### src/rtl/tlcd_update_arbiter_if.sv
// ---------------------------------------------------------------------------
// tlcd_update_arbiter_if
//   Bundle between the LCD update arbiter and its requesters / LCD controller.
//   master : requester side (drives REQ and REQ_TEXT, observes everything else)
//   slave  : arbiter side
//   REQ            level request per requester
//   REQ_TEXT       frame i at [i*256 +: 256], upper line in the top 128 bits
//   GNT / DONE     one-hot single-cycle pulses (frame latched / window ended)
//   BUSY           arbiter is in an update or refresh pass
//   OWNER          index of the last granted requester
//   LCD_ENABLE     start strobe towards the text-LCD controller
//   LCD_TEXT_*     latched frame towards the text-LCD controller
// ---------------------------------------------------------------------------
interface tlcd_update_arbiter_if #(
    parameter int N_REQ = 4
);
    localparam int OWN_W = (N_REQ > 1) ? $clog2(N_REQ) : 1;

    logic [N_REQ-1:0]     REQ;
    logic [N_REQ*256-1:0] REQ_TEXT;
    logic [N_REQ-1:0]     GNT;
    logic [N_REQ-1:0]     DONE;
    logic                 BUSY;
    logic [OWN_W-1:0]     OWNER;
    logic                 LCD_ENABLE;
    logic [127:0]         LCD_TEXT_UPPER;
    logic [127:0]         LCD_TEXT_LOWER;

    modport master (
        output REQ, REQ_TEXT,
        input  GNT, DONE, BUSY, OWNER, LCD_ENABLE, LCD_TEXT_UPPER, LCD_TEXT_LOWER
    );

    modport slave (
        input  REQ, REQ_TEXT,
        output GNT, DONE, BUSY, OWNER, LCD_ENABLE, LCD_TEXT_UPPER, LCD_TEXT_LOWER
    );
endinterface

### src/rtl/tlcd_update_arbiter.sv
// ---------------------------------------------------------------------------
// tlcd_update_arbiter
//   Shares one text-LCD write controller among N_REQ requesters. A round-robin
//   winner's 2x16 frame is latched, LCD_ENABLE is pulsed for ENABLE_HIGH
//   cycles, and further starts are held off until UPDATE_CYCLES after the
//   enable rise. With REFRESH_CYCLES != 0 the last frame is re-written after
//   that many idle cycles.
// Ports
//   CLK     system clock
//   RESETN  synchronous active-low reset
//   bus     tlcd_update_arbiter_if.slave (REQ/REQ_TEXT in; GNT, DONE, BUSY,
//           OWNER, LCD_ENABLE, LCD_TEXT_UPPER/LOWER out, all registered)
// ---------------------------------------------------------------------------
module tlcd_update_arbiter #(
    parameter int N_REQ          = 4,
    parameter int ENABLE_HIGH    = 4,
    parameter int UPDATE_CYCLES  = 256,
    parameter int REFRESH_CYCLES = 0
) (
    input  logic                 CLK,
    input  logic                 RESETN,
    tlcd_update_arbiter_if.slave bus
);
    localparam int               OWN_W        = (N_REQ > 1) ? $clog2(N_REQ) : 1;
    localparam logic [15:0]      CNT_EN_LAST  = 16'(ENABLE_HIGH);
    localparam logic [15:0]      CNT_END      = 16'(UPDATE_CYCLES);
    localparam logic             REFRESH_ON   = (REFRESH_CYCLES != 0);
    localparam logic [31:0]      REFRESH_LAST = REFRESH_ON ? 32'(REFRESH_CYCLES - 1) : 32'd0;
    localparam logic [31:0]      TIMER_MAX    = 32'hFFFF_FFFF;
    // Pointer starts at the last index so requester 0 wins first after reset.
    localparam logic [OWN_W-1:0] PTR_RESET    = OWN_W'(N_REQ - 1);

    typedef enum logic [1:0] {
        ST_IDLE  = 2'd0,
        ST_SETUP = 2'd1,
        ST_PULSE = 2'd2,
        ST_HOLD  = 2'd3
    } state_t;

    // First set request scanning upward from last+1 with wrap.
    function automatic logic [OWN_W-1:0] rr_pick(input logic [N_REQ-1:0] req,
                                                 input logic [OWN_W-1:0] last);
        logic [OWN_W-1:0] pick;
        logic             found;
        logic [OWN_W-1:0] idx;
        pick  = '0;
        found = 1'b0;
        for (int k = 1; k <= N_REQ; k++) begin
            idx = OWN_W'((int'(last) + k) % N_REQ);
            if (!found && req[idx]) begin
                pick  = idx;
                found = 1'b1;
            end
        end
        return pick;
    endfunction

    function automatic logic [N_REQ-1:0] one_hot(input logic [OWN_W-1:0] idx);
        return {{(N_REQ-1){1'b0}}, 1'b1} << idx;
    endfunction

    state_t            state_r, state_nxt_s;
    logic [15:0]       cnt_r, cnt_nxt_s;
    logic [31:0]       timer_r, timer_nxt_s;
    logic              valid_r, valid_nxt_s;
    logic              refresh_r, refresh_nxt_s;
    logic [OWN_W-1:0]  ptr_r, ptr_nxt_s;
    logic [OWN_W-1:0]  owner_r, owner_nxt_s;
    logic [OWN_W-1:0]  win_s;
    logic [N_REQ-1:0]  gnt_r, gnt_nxt_s;
    logic [N_REQ-1:0]  done_r, done_nxt_s;
    logic              busy_r;
    logic              lcd_en_r, lcd_en_nxt_s;
    logic [127:0]      upper_r, upper_nxt_s;
    logic [127:0]      lower_r, lower_nxt_s;
    logic [255:0]      frame_s;
    logic              req_any_s;
    logic              refresh_hit_s;

    assign req_any_s     = |bus.REQ;
    assign win_s         = rr_pick(bus.REQ, ptr_r);
    assign refresh_hit_s = REFRESH_ON && valid_r && (timer_r == REFRESH_LAST);

    // Frame mux for the round-robin winner.
    always_comb begin
        frame_s = 256'd0;
        for (int i = 0; i < N_REQ; i++) begin
            frame_s = frame_s | ({256{win_s == OWN_W'(i)}} & bus.REQ_TEXT[i*256 +: 256]);
        end
    end

    // State register.
    always_ff @(posedge CLK) begin
        if (!RESETN) begin
            state_r <= ST_IDLE;
        end else begin
            state_r <= state_nxt_s;
        end
    end

    // Next-state decode; a pending request always beats a refresh expiry.
    always_comb begin
        state_nxt_s = state_r;
        case (state_r)
            ST_IDLE:  state_nxt_s = (req_any_s || refresh_hit_s) ? ST_SETUP : ST_IDLE;
            ST_SETUP: state_nxt_s = ST_PULSE;
            ST_PULSE: state_nxt_s = (cnt_r == CNT_EN_LAST) ? ST_HOLD : ST_PULSE;
            ST_HOLD:  state_nxt_s = (cnt_r == CNT_END) ? ST_IDLE : ST_HOLD;
            default:  state_nxt_s = ST_IDLE;
        endcase
    end

    // Next values of the datapath and of every registered output.
    always_comb begin
        cnt_nxt_s     = cnt_r;
        timer_nxt_s   = timer_r;
        valid_nxt_s   = valid_r;
        refresh_nxt_s = refresh_r;
        ptr_nxt_s     = ptr_r;
        owner_nxt_s   = owner_r;
        gnt_nxt_s     = '0;
        done_nxt_s    = '0;
        lcd_en_nxt_s  = lcd_en_r;
        upper_nxt_s   = upper_r;
        lower_nxt_s   = lower_r;
        case (state_r)
            ST_IDLE: begin
                if (req_any_s) begin
                    gnt_nxt_s     = one_hot(win_s);
                    owner_nxt_s   = win_s;
                    ptr_nxt_s     = win_s;
                    upper_nxt_s   = frame_s[255:128];
                    lower_nxt_s   = frame_s[127:0];
                    valid_nxt_s   = 1'b1;
                    refresh_nxt_s = 1'b0;
                    timer_nxt_s   = 32'd0;
                end else if (refresh_hit_s) begin
                    refresh_nxt_s = 1'b1;
                    timer_nxt_s   = 32'd0;
                end else if (timer_r != TIMER_MAX) begin
                    timer_nxt_s   = timer_r + 32'd1;
                end else begin
                    timer_nxt_s   = timer_r;
                end
            end
            ST_SETUP: begin
                lcd_en_nxt_s = 1'b1;
                cnt_nxt_s    = 16'd1;
            end
            ST_PULSE: begin
                cnt_nxt_s    = cnt_r + 16'd1;
                lcd_en_nxt_s = (cnt_r != CNT_EN_LAST);
            end
            ST_HOLD: begin
                cnt_nxt_s = cnt_r + 16'd1;
                // Refresh passes are invisible to requesters: no DONE.
                if ((cnt_r == CNT_END) && !refresh_r) begin
                    done_nxt_s = one_hot(owner_r);
                end else begin
                    done_nxt_s = '0;
                end
            end
            default: begin
                lcd_en_nxt_s = 1'b0;
            end
        endcase
    end

    // Datapath and output registers.
    always_ff @(posedge CLK) begin
        if (!RESETN) begin
            cnt_r     <= 16'd0;
            timer_r   <= 32'd0;
            valid_r   <= 1'b0;
            refresh_r <= 1'b0;
            ptr_r     <= PTR_RESET;
            owner_r   <= '0;
            gnt_r     <= '0;
            done_r    <= '0;
            busy_r    <= 1'b0;
            lcd_en_r  <= 1'b0;
            upper_r   <= 128'd0;
            lower_r   <= 128'd0;
        end else begin
            cnt_r     <= cnt_nxt_s;
            timer_r   <= timer_nxt_s;
            valid_r   <= valid_nxt_s;
            refresh_r <= refresh_nxt_s;
            ptr_r     <= ptr_nxt_s;
            owner_r   <= owner_nxt_s;
            gnt_r     <= gnt_nxt_s;
            done_r    <= done_nxt_s;
            busy_r    <= (state_nxt_s != ST_IDLE);
            lcd_en_r  <= lcd_en_nxt_s;
            upper_r   <= upper_nxt_s;
            lower_r   <= lower_nxt_s;
        end
    end

    assign bus.GNT            = gnt_r;
    assign bus.DONE           = done_r;
    assign bus.BUSY           = busy_r;
    assign bus.OWNER          = owner_r;
    assign bus.LCD_ENABLE     = lcd_en_r;
    assign bus.LCD_TEXT_UPPER = upper_r;
    assign bus.LCD_TEXT_LOWER = lower_r;

endmodule
### src/flat_wrapper.sv
// flat-port wrapper written by rule: the top's interface ports become plain ports
module tlcd_update_arbiter_flat 
#(
    parameter int N_REQ          = 4,
    parameter int ENABLE_HIGH    = 4,
    parameter int UPDATE_CYCLES  = 256,
    parameter int REFRESH_CYCLES = 0
)
  (CLK, RESETN, bus_REQ, bus_REQ_TEXT, bus_GNT, bus_DONE, bus_BUSY, bus_OWNER, bus_LCD_ENABLE, bus_LCD_TEXT_UPPER, bus_LCD_TEXT_LOWER);
  tlcd_update_arbiter_if #(.N_REQ(N_REQ)) bus_i ();
  input  logic CLK;
  input  logic RESETN;
  input wire logic [$bits(bus_i.REQ)-1:0] bus_REQ;
  input wire logic [$bits(bus_i.REQ_TEXT)-1:0] bus_REQ_TEXT;
  output wire logic [$bits(bus_i.GNT)-1:0] bus_GNT;
  output wire logic [$bits(bus_i.DONE)-1:0] bus_DONE;
  output wire logic [$bits(bus_i.BUSY)-1:0] bus_BUSY;
  output wire logic [$bits(bus_i.OWNER)-1:0] bus_OWNER;
  output wire logic [$bits(bus_i.LCD_ENABLE)-1:0] bus_LCD_ENABLE;
  output wire logic [$bits(bus_i.LCD_TEXT_UPPER)-1:0] bus_LCD_TEXT_UPPER;
  output wire logic [$bits(bus_i.LCD_TEXT_LOWER)-1:0] bus_LCD_TEXT_LOWER;
  assign bus_i.REQ = bus_REQ;
  assign bus_i.REQ_TEXT = bus_REQ_TEXT;
  assign bus_GNT = bus_i.GNT;
  assign bus_DONE = bus_i.DONE;
  assign bus_BUSY = bus_i.BUSY;
  assign bus_OWNER = bus_i.OWNER;
  assign bus_LCD_ENABLE = bus_i.LCD_ENABLE;
  assign bus_LCD_TEXT_UPPER = bus_i.LCD_TEXT_UPPER;
  assign bus_LCD_TEXT_LOWER = bus_i.LCD_TEXT_LOWER;
  tlcd_update_arbiter #(.N_REQ(N_REQ), .ENABLE_HIGH(ENABLE_HIGH), .UPDATE_CYCLES(UPDATE_CYCLES), .REFRESH_CYCLES(REFRESH_CYCLES)) u_core (.CLK(CLK), .RESETN(RESETN), .bus(bus_i));
endmodule
### config.mk
export PLATFORM = sky130hd
export DESIGN_NAME = tlcd_update_arbiter_flat
export DESIGN_NICKNAME = d
export VERILOG_FILES = /design/src/rtl/tlcd_update_arbiter_if.sv /design/src/rtl/tlcd_update_arbiter.sv /design/src/flat_wrapper.sv
export SDC_FILE = /design/constraint.sdc
export NUM_CORES = 1
export LEC_CHECK = 0
export CAP_MARGIN = 20
export CORE_AREA = 2 2 504 506
export DETAILED_ROUTE_END_ITERATION = 16
export DIE_AREA = 0 0 506 508
export PLACE_DENSITY = 0.36
export SETUP_SLACK_MARGIN = 0.15
export SYNTH_ARGS = -nofsm -noshare
export SYNTH_HDL_FRONTEND = slang
export SYNTH_SLANG_ARGS = --single-unit
export TNS_END_PERCENT = 1
### constraint.sdc
create_clock -name CLK -period 5.16 [get_ports CLK]
set_input_delay 1.032 -clock CLK [delete_from_list [all_inputs] [get_ports CLK]]
set_output_delay 1.032 -clock CLK [all_outputs]
set_load 0.01 [all_outputs]
=== Yosys cells after proc, flatten, opt, wreduce, memory -nomap -nowiden ===
Index checks and enable logic that the tools add are counted.

* Input bits: 1030
* Memory bits (read-only): 0
* Latch bits: 0
* Memories: 0
* Register bits: 288
* Bits in writable memories: 0
* Logic and storage cells: 74

* Bitwise logic cells: 7
* Equal/unequal tests: 9
* $lt $le $gt $ge: 4
* Mux-type cells: 21
* Reductions and logical operators: 16
* Add/sub/neg operators: 5
* $mul: 0
* Div/mod/pow operators: 0
* Shift-type cells: 2

{| class="wikitable"
|+ Operator list
! cell !! count
|-
| AND 256 bit || 4
|-
| OR 256 bit || 3
|-
| one-hot mux 16 bit (2 select lines) || 1
|-
| adder 16 x 1 -> 16 bit (second input constant) || 1
|-
| == test 16 x 3 -> 1 bit (second input constant) || 1
|-
| == test 16 x 9 -> 1 bit (second input constant) || 1
|-
| inequality test 16 x 3 -> 1 bit (second input constant) || 1
|-
| less-than comparator 2 x 3 -> 1 bit (second input constant) || 4
|-
| two-way mux 2 bit || 5
|-
| two-way mux 1 bit || 9
|-
| binary-select mux 1 bit (select 2 bit) || 4
|-
| == test 2 bit (second input constant) || 4
|-
| one-hot mux 2 bit (4 select lines) || 1
|-
| << shifter 1 x 2 -> 4 bit (first input constant) || 2
|-
| AND reduction 3 bit || 2
|-
| nonzero test 2 bit || 3
|-
| adder 2 x 1 -> 2 bit (second input constant) || 2
|-
| adder 2 bit (second input constant) || 2
|-
| == test 2 x 1 -> 1 bit (second input constant) || 2
|-
| zero test 2 bit || 2
|-
| OR reduction 4 bit || 1
|-
| logical AND 1 bit || 3
|-
| zero test 1 bit || 3
|-
| one-hot mux 1 bit (2 select lines) || 1
|-
| other kinds (2) || 2
|}

=== Longest topological paths before layout ===
Gate-level depths: netlist (run 1).

* Word-level depth: 18
* Depth in mapped cells: 9
* Depth with buffers taken out: 7

=== Worst setup path after synthesis (run 1) ===
Ideal clock, no wire load.

* Path kind: input to register
* From: input port bus_REQ[0]
* To: register u_core.lower_r[10], in the netlist u_core.bus.LCD_TEXT_LOWER[10]
* Path slack: 2439 ps
* Stages: 8
* Library setup time: 124 ps
* Required time: 5036 ps
* Buffers on the path: 3
* Data arrival time: 2597 ps
* Cell sequence: clkbuf_1 -> o21a_1 -> a221oi_4 -> buf_4 -> buf_6 -> mux2_1 -> nand2_1 -> a21oi_1

* Cells in the longest elaborated chain, start to end: 17
* Elaborated cells on any way between the ends: 34
* Classes of those cells: eq/ne: 3; mux: 15; bitwise: 7; reduce/logical: 9

{| class="wikitable"
|+ Ends and longest elaborated chain
! item !! RTL line !! source
|-
| start, declared || flat_wrapper.sv:13 || <nowiki>input wire logic [$bits(bus_i.REQ)-1:0] bus_REQ;</nowiki>
|-
| binary-select mux 1 bit (select 2 bit) || tlcd_update_arbiter.sv:50 || <nowiki>if (!found && req[idx]) begin</nowiki>
|-
| two-way mux 1 bit (implied by the code) || tlcd_update_arbiter.sv:50 ||
|-
| two-way mux 1 bit || tlcd_update_arbiter.sv:50 ||
|-
| zero test 1 bit || tlcd_update_arbiter.sv:50 ||
|-
| logical AND 1 bit || tlcd_update_arbiter.sv:50 ||
|-
| two-way mux 1 bit || tlcd_update_arbiter.sv:50 ||
|-
| zero test 1 bit || tlcd_update_arbiter.sv:50 ||
|-
| logical AND 1 bit || tlcd_update_arbiter.sv:50 ||
|-
| two-way mux 1 bit || tlcd_update_arbiter.sv:50 ||
|-
| zero test 1 bit || tlcd_update_arbiter.sv:50 ||
|-
| logical AND 1 bit || tlcd_update_arbiter.sv:50 ||
|-
| two-way mux 2 bit || tlcd_update_arbiter.sv:50 ||
|-
| == test 2 x 1 -> 1 bit / zero test 2 bit (equally long branches) || tlcd_update_arbiter.sv:88 || <nowiki>frame_s = frame_s | ({256{win_s == OWN_W'(i)}} & bus.REQ_TEXT[i*256 +: 256]);</nowiki>
|-
| AND 256 bit || tlcd_update_arbiter.sv:88 ||
|-
| OR 256 bit (3 in a row) || tlcd_update_arbiter.sv:88 ||
|-
| end signal, assigned || tlcd_update_arbiter.sv:196 || <nowiki>lower_r <= lower_nxt_s;</nowiki>
|-
| end, declared || tlcd_update_arbiter.sv:75 || <nowiki>logic [127:0] lower_r, lower_nxt_s;</nowiki>
|}

Parallel ways exist; a longest one is shown, timed or not. The select of a mux whose other input is x is not followed.
A chain may end at the register's enable or synchronous reset.

=== Worst setup path in the final report (run 1) ===
* From: input port bus_REQ[1]
* To: register u_core.lower_r[83], in the netlist u_core.bus.LCD_TEXT_LOWER[83]

The elaborated chain is that of the path after synthesis.

==> results of run 1 <==
[cell families (layout without fill, tap and decap cells)]
family	Yosys count	after routing	share of synthesized area, %
adders and majority gates	5	5	0.385
xor gates and xnor gates	12	12	0.646
other	0	50	0
buffers and inverters	213	1440	6.32
muxes	257	257	17.8
AOI/OAI and AO/OA	795	795	30.8
DFF	288	288	35.5
and+or+nand+nor	344	344	8.61
[cell usage after synthesis, types with 3 or more instances]
cell	count	area (µm²)
inv_1	8	30.0
a21oi_1	262	1310
buf_6	25	282
buf_1	8	30.0
nand2b_1	4	25.0
nand4_1	4	25.0
o21ai_0	264	1320
nor3_1	8	40.0
xor2_1	9	78.8
xnor2_1	3	26.3
a211oi_1	3	22.5
nor3b_1	3	22.5
buf_2	29	145
nor2_1	30	113
and3_1	4	25.0
nand2_1	271	1020
dfxtp_1	288	5770
clkbuf_1	142	533
ha_1	5	62.6
mux2_1	229	2580
a221oi_1	257	2250
mux2_2	27	304
nand3_1	6	30.0
[worst max-delay path, delay by kind of cell]
family / cells / cell delay, ps
AOI/OAI and AO/OA: 3 / 970
muxes: 1 / 470
buffers and inverters: 2 / 1050
and+or+nand+nor: 1 / 120
[flip-flops by register name, summed over array words and instances, names as in the netlist]
register and cells:
u_core.bus.LCD_TEXT_LOWER 128, u_core.bus.LCD_TEXT_UPPER 128, u_core.cnt_r 16, u_core.bus.DONE 4, u_core.bus.GNT 4, u_core.bus.OWNER 2
u_core.ptr_r 2, u_core.state_r 2, u_core.bus.BUSY 1, u_core.bus.LCD_ENABLE 1
[worst max-delay path by stage]
| stage | depth (start not counted) | to | slack, ps |
|---|---|---|---|
| finish | 7 | u_core.bus.LCD_TEXT_LOWER[83]$_SDFFE_PN0P_ | 1790 |
| detailed placement | 8 | u_core.bus.LCD_TEXT_LOWER[62]$_SDFFE_PN0P_ | 1130 |
| CTS | 8 | u_core.bus.LCD_TEXT_LOWER[62]$_SDFFE_PN0P_ | 1920 |
| global route | 7 | u_core.bus.LCD_TEXT_LOWER[83]$_SDFFE_PN0P_ | 1780 |
| floorplan | 8 | u_core.bus.LCD_TEXT_LOWER[10]$_SDFFE_PN0P_ | 2440 |
| global placement | 7 | u_core.bus.LCD_TEXT_LOWER[83]$_SDFFE_PN0P_ | 1170 |
[power by group]
| group | switching, µW | internal (µW) | total (µW) |
|---|---|---|---|
| Clock | 1460 | 1930 | 3390 |
| Sequential | 283 | 2680 | 2970 |
| Combinational | 2650 | 2370 | 5010 |
| Total | 4390 | 6980 | 11400 |
[metrics by stage]
| stage | std cells | instance area, µm² |
|---|---|---|
| after floorplan | 1914 | 16300 |
| after global placement | 6425 | 33200 |
| after detailed placement | 6425 | 33200 |
| after CTS | 6506 | 34700 |
| after global routing | 6534 | 34800 |
| final | 6557 | 34800 |
[layout make-up]
type	instances	area [µm²]	share of cell area, %
Antenna cell	50	125	0.359
Inverter	8	30.0	0.0862
Clock inverter	13	190	0.546
Clock buffer	68	1330	3.80
Tap cell	3366	4210	12.1
Sequential cell	288	5770	16.5
Multi-Input combinational cell	1413	9530	27.4
Timing Repair Buffer	1351	13700	39.2
[routing by layer]
metal  track usage (%)  part of all wire (%)  up-vias
met5                 0                  0.42        -
met4              5.12                   4.1      120
met3              6.60                    11      384
met2              24.5                    49     1308
met1              14.0                    35    10400
li1                  -                     -     9690
==> flow_summary.toml, run 1 <==
[setup_path]
reg2reg_depth = 6
cpPeakStageDelay_ps = 650
r2r-end = "u_core.bus.LCD_TEXT_LOWER[83]$_SDFFE_PN0P_"
cp.arrival_ps = 3930
required_ps = 5720
path_class = "in2reg"
cp_cell_sequence = "clkdlybuf4s50_1, o21a_1, a221oi_4, buf_12, mux2_1, nand2_1, a21oi_1"
end_kind = "flip-flop"
cpMaxStageDelayCell = "clkdlybuf4s50_1"
worstPathMaxFanout = 81
cp-startpoint = "bus_REQ[1]"
crit_path_start_kind = "input pin"
r2r_start = "u_core.ptr_r[1]$_SDFFE_PN1P_"
r2r_slack_ps = 2330

[global_routing]
grt_pass1_wl_mm = 234
antenna_found_initial = 179
grt_max_degree = 104
grt_pass1_vias = 22200
track_usage_pct = 13.8
grt-ovfl-total = 0

[routing]
vias = 21900
vias_per_cell = 3.33
ant_nets = 0
dr.pass1.iters = 5
initialDrtViolationCount = 1367
avgRoutedWirePerCell_um = 28.5
drc_errors = 0
wl_mm = 187

[logic_synthesis]
synth_edf_count = 0
synth_cells = 1914
yosysWarnings = 0
ys.flop_type = "dfxtp_1"
ys_types = 43
yosysSeqAreaShare_pct = 35.5
async_flop_share_pct = 0
syn_area_um2 = 16300
synth_seq_cells = 288
syn_area_per_cell_um2 = 8.50
synth_fp_nets = 2949

[clocking]
clock_sink_count = 288
htree_levels = 2
cts_buffer_depth = 3
cts_root_buffer = "clkbuf_16"
cts_tree = "yes"
ctsHoldBuffers = 0
cts_made_buffers = 47
cts_setup_buffers = 0
clk_pin_slew_worst_paths_ps = 50
clk_latency_ps = 690
post_cts_resized = 0

[die]
chipHeight_um = 508
start_util_pct = 6.45
rows = 185
die_width_um = 506
ioPinCount = 1298
die-area_um2 = 257000
core-area_um2 = 252000

[layout]
fillCellCount = 28800
drive_above_1_share_pct = 5.13
layout_commonest_cell = "clkdlybuf4s50_1"
utilization_pct = 13.8
final_cell_mix = "clkdlybuf4s50_1 (1296), dfxtp_1 (288), nand2_1 (270), o21ai_0 (264), a21oi_1 (262)"
nets = 4144
syn2layout_area_growth_pct = 114

[power_and_ir_drop]
powerDensity_nw_per_um2 = 326
power_leakage_uw = 0.0115
vdd_ir_drop_max_uv = 247
finalPower_uw = 11400

[place]
port_buffers = 1297
gp_congestion = 0.877
pre_cts_ws_ps = 1130
post-dp-hpwl_mm = 155

[hold_path]
hold_end = "u_core.bus.OWNER[1]$_SDFFE_PN0P_"
hold_depth = 2
hp-start = "u_core.bus.OWNER[1]$_SDFFE_PN0P_"
hold_path.class = "reg2reg"

[timing]
slew_violations = 0
final.period_utilization_pct = 65.2
holdWs_ps = 524
max_freq_mhz = 297
finalSetupTns_ps = 0
fin_ws_ps = 1790
worst_pin_slew_ps = 988
fin_crit_ps = 3370
max_slew_margin_pct = 34.1
rsz0062_at_grt = "no"
finalHoldViolCount = 0
finalSetupViolations = 0
fin_skew_ps = 27.6

[status]
status = "completed"

[flow_run]
drv_cap = 0
Note: power is estimated with default switching activity, not from simulation.
==> run 2, diff against run 1 <==
clock period = 3.36 ns   (was 5.16 ns; I/O delays follow)
==> run 2 against run 1 <==
  * Worst setup slack worse by 1100 ps
  * Count of clock-buffer cells in the layout is 7 higher
  * Clock skew rose by 3.4 ps
  * Largest cell class unchanged
  * Critical path type is now reg2out
==> flow_summary.toml, run 2 (synthesized netlist as in run 1, its figures left out) <==
[die]
core-area_um2 = 252000
chipHeight_um = 508
die-area_um2 = 257000
ioPinCount = 1298
start_util_pct = 6.45
die_width_um = 506
rows = 185

[layout]
layout.cells.non_filler = 6645
nets = 4222
syn2layout_area_growth_pct = 119
fillCellCount = 28800
drive_above_1_share_pct = 7.57
layout_commonest_cell = "clkdlybuf4s50_1"
multiInputGateArea_um2 = 9530
ff_latch_area_um2 = 5770
final_cell_mix = "clkdlybuf4s50_1 (1296), dfxtp_1 (288), nand2_1 (270), o21ai_0 (264), a21oi_1 (262)"
final_cell_area_um2 = 35700

[power_and_ir_drop]
powerDensity_nw_per_um2 = 505
finalPower_uw = 18000
power_leakage_uw = 0.0120
vdd_ir_drop_max_uv = 339

[place]
post-place-cells = 6505
port_buffers = 1297
pre_cts_ws_ps = -150
gp_congestion = 0.887
post_dp_cell_area_um2 = 34000
post-dp-hpwl_mm = 159

[timing]
max_freq_mhz = 380
finalHoldViolCount = 0
final.period_utilization_pct = 78.3
holdWs_ps = 306
rsz0062_at_grt = "no"
finalSetupViolations = 0
worst_pin_slew_ps = 851
fin_skew_ps = 31.0
max_slew_margin_pct = 43.3
fin_crit_ps = 2630
fin_ws_ps = 730
slew_violations = 0

[clocking]
cts_setup_buffers = 0
post_cts_resized = 0
cts_buffer_depth = 3
clock_sink_count = 288
cts_root_buffer = "clkbuf_16"
clk_latency_ps = 680
htree_levels = 2
cts_made_buffers = 46
ctsHoldBuffers = 0
cts_tree = "yes"
clk_pin_slew_worst_paths_ps = 60

[routing]
vias = 22400
drc_errors = 0
avgRoutedWirePerCell_um = 28.5
dr.pass1.iters = 5
vias_per_cell = 3.37
ant_nets = 0
wl_mm = 190
initialDrtViolationCount = 1407

[setup_path]
end_kind = "primary output"
cpMaxStageDelayCell = "clkdlybuf4s50_1"
crit_buf_inv = 1
cp_cell_sequence = "clkdlybuf4s50_1"
required_ps = 2690
path_class = "reg2out"
crit_path_start_kind = "flip-flop"
critical-path-top-delay-family = "buffers and inverters"
worstPathMaxFanout = 2
cp.arrival_ps = 1960
cpPeakStageDelay_ps = 920

[hold_path]
hold_path.class = "in2reg"

[global_routing]
grt_max_degree = 99
grt-ovfl-total = 0
grt_pass1_vias = 22600
antenna_found_initial = 175
track_usage_pct = 14.0
grt_pass1_wl_mm = 238

[flow_run]
drv_cap = 0

[status]
status = "completed"
## run 2: cell count changes in the layout (fill, tap and decap cells not counted), moves of 2 or more
cell,delta
buf_12,+14
buf_4,+65
clkbuf_8,+8
clkinv_2,-2
clkinvlp_4,+2
diode_2,+4
inv_6,+2
## run 2: metal layers
layer / global-route usage (%) / routed length [µm] / up-vias
li1: - / - / 9858
met1: 14.4 / 66700 / 10700
met2: 24.7 / 93700 / 1321
met3: 6.46 / 21000 / 400
met4: 5.56 / 7410 / 124
met5: 0 / 826 / -
## run 2: per-stage QoR
stage          utilization (%)  setup TNS [ps]
2_1_floorplan                -               0
3_3_place_gp              13.5            -145
3_5_place_dp              13.5            -150
4_1_cts                   14.1               0
5_1_grt                   14.1               0
6_report                  14.1               0
## run 2: final timing paths
kind         cells past startpoint                                          to  slack (ps)                                        from
max reg2reg                      6  u_core.bus.LCD_TEXT_UPPER[60]$_SDFFE_PN0P_         770                u_core.ptr_r[1]$_SDFFE_PN1P_
min                              2                u_core.ptr_r[1]$_SDFFE_PN1P_         310                                      RESETN
max                              1                      bus_LCD_TEXT_LOWER[84]         730  u_core.bus.LCD_TEXT_LOWER[84]$_SDFFE_PN0P_
min reg2reg                      2            u_core.bus.OWNER[1]$_SDFFE_PN0P_         520            u_core.bus.OWNER[1]$_SDFFE_PN0P_
## run 2: cell type report
class / instances / share of cell area, %
diodes: 54 / 0.379
flip-flops and latches: 288 / 16.2
multi-input cells: 1413 / 26.7
well taps: 3366 / 11.8
inverters: 8 / 0.0842
clock inverters: 11 / 0.386
repair buffers: 1430 / 40.5
clock buffers: 75 / 3.96
## run 2: where the power goes
part           switching [µW]  internal (µW)  total (µW)  leakage, µW
Combinational            4240           3940        8180      0.00885
Clock                    2250           3020        5270     0.000744
Sequential                418           4120        4540      0.00239
Total                    6910          11100       18000       0.0120
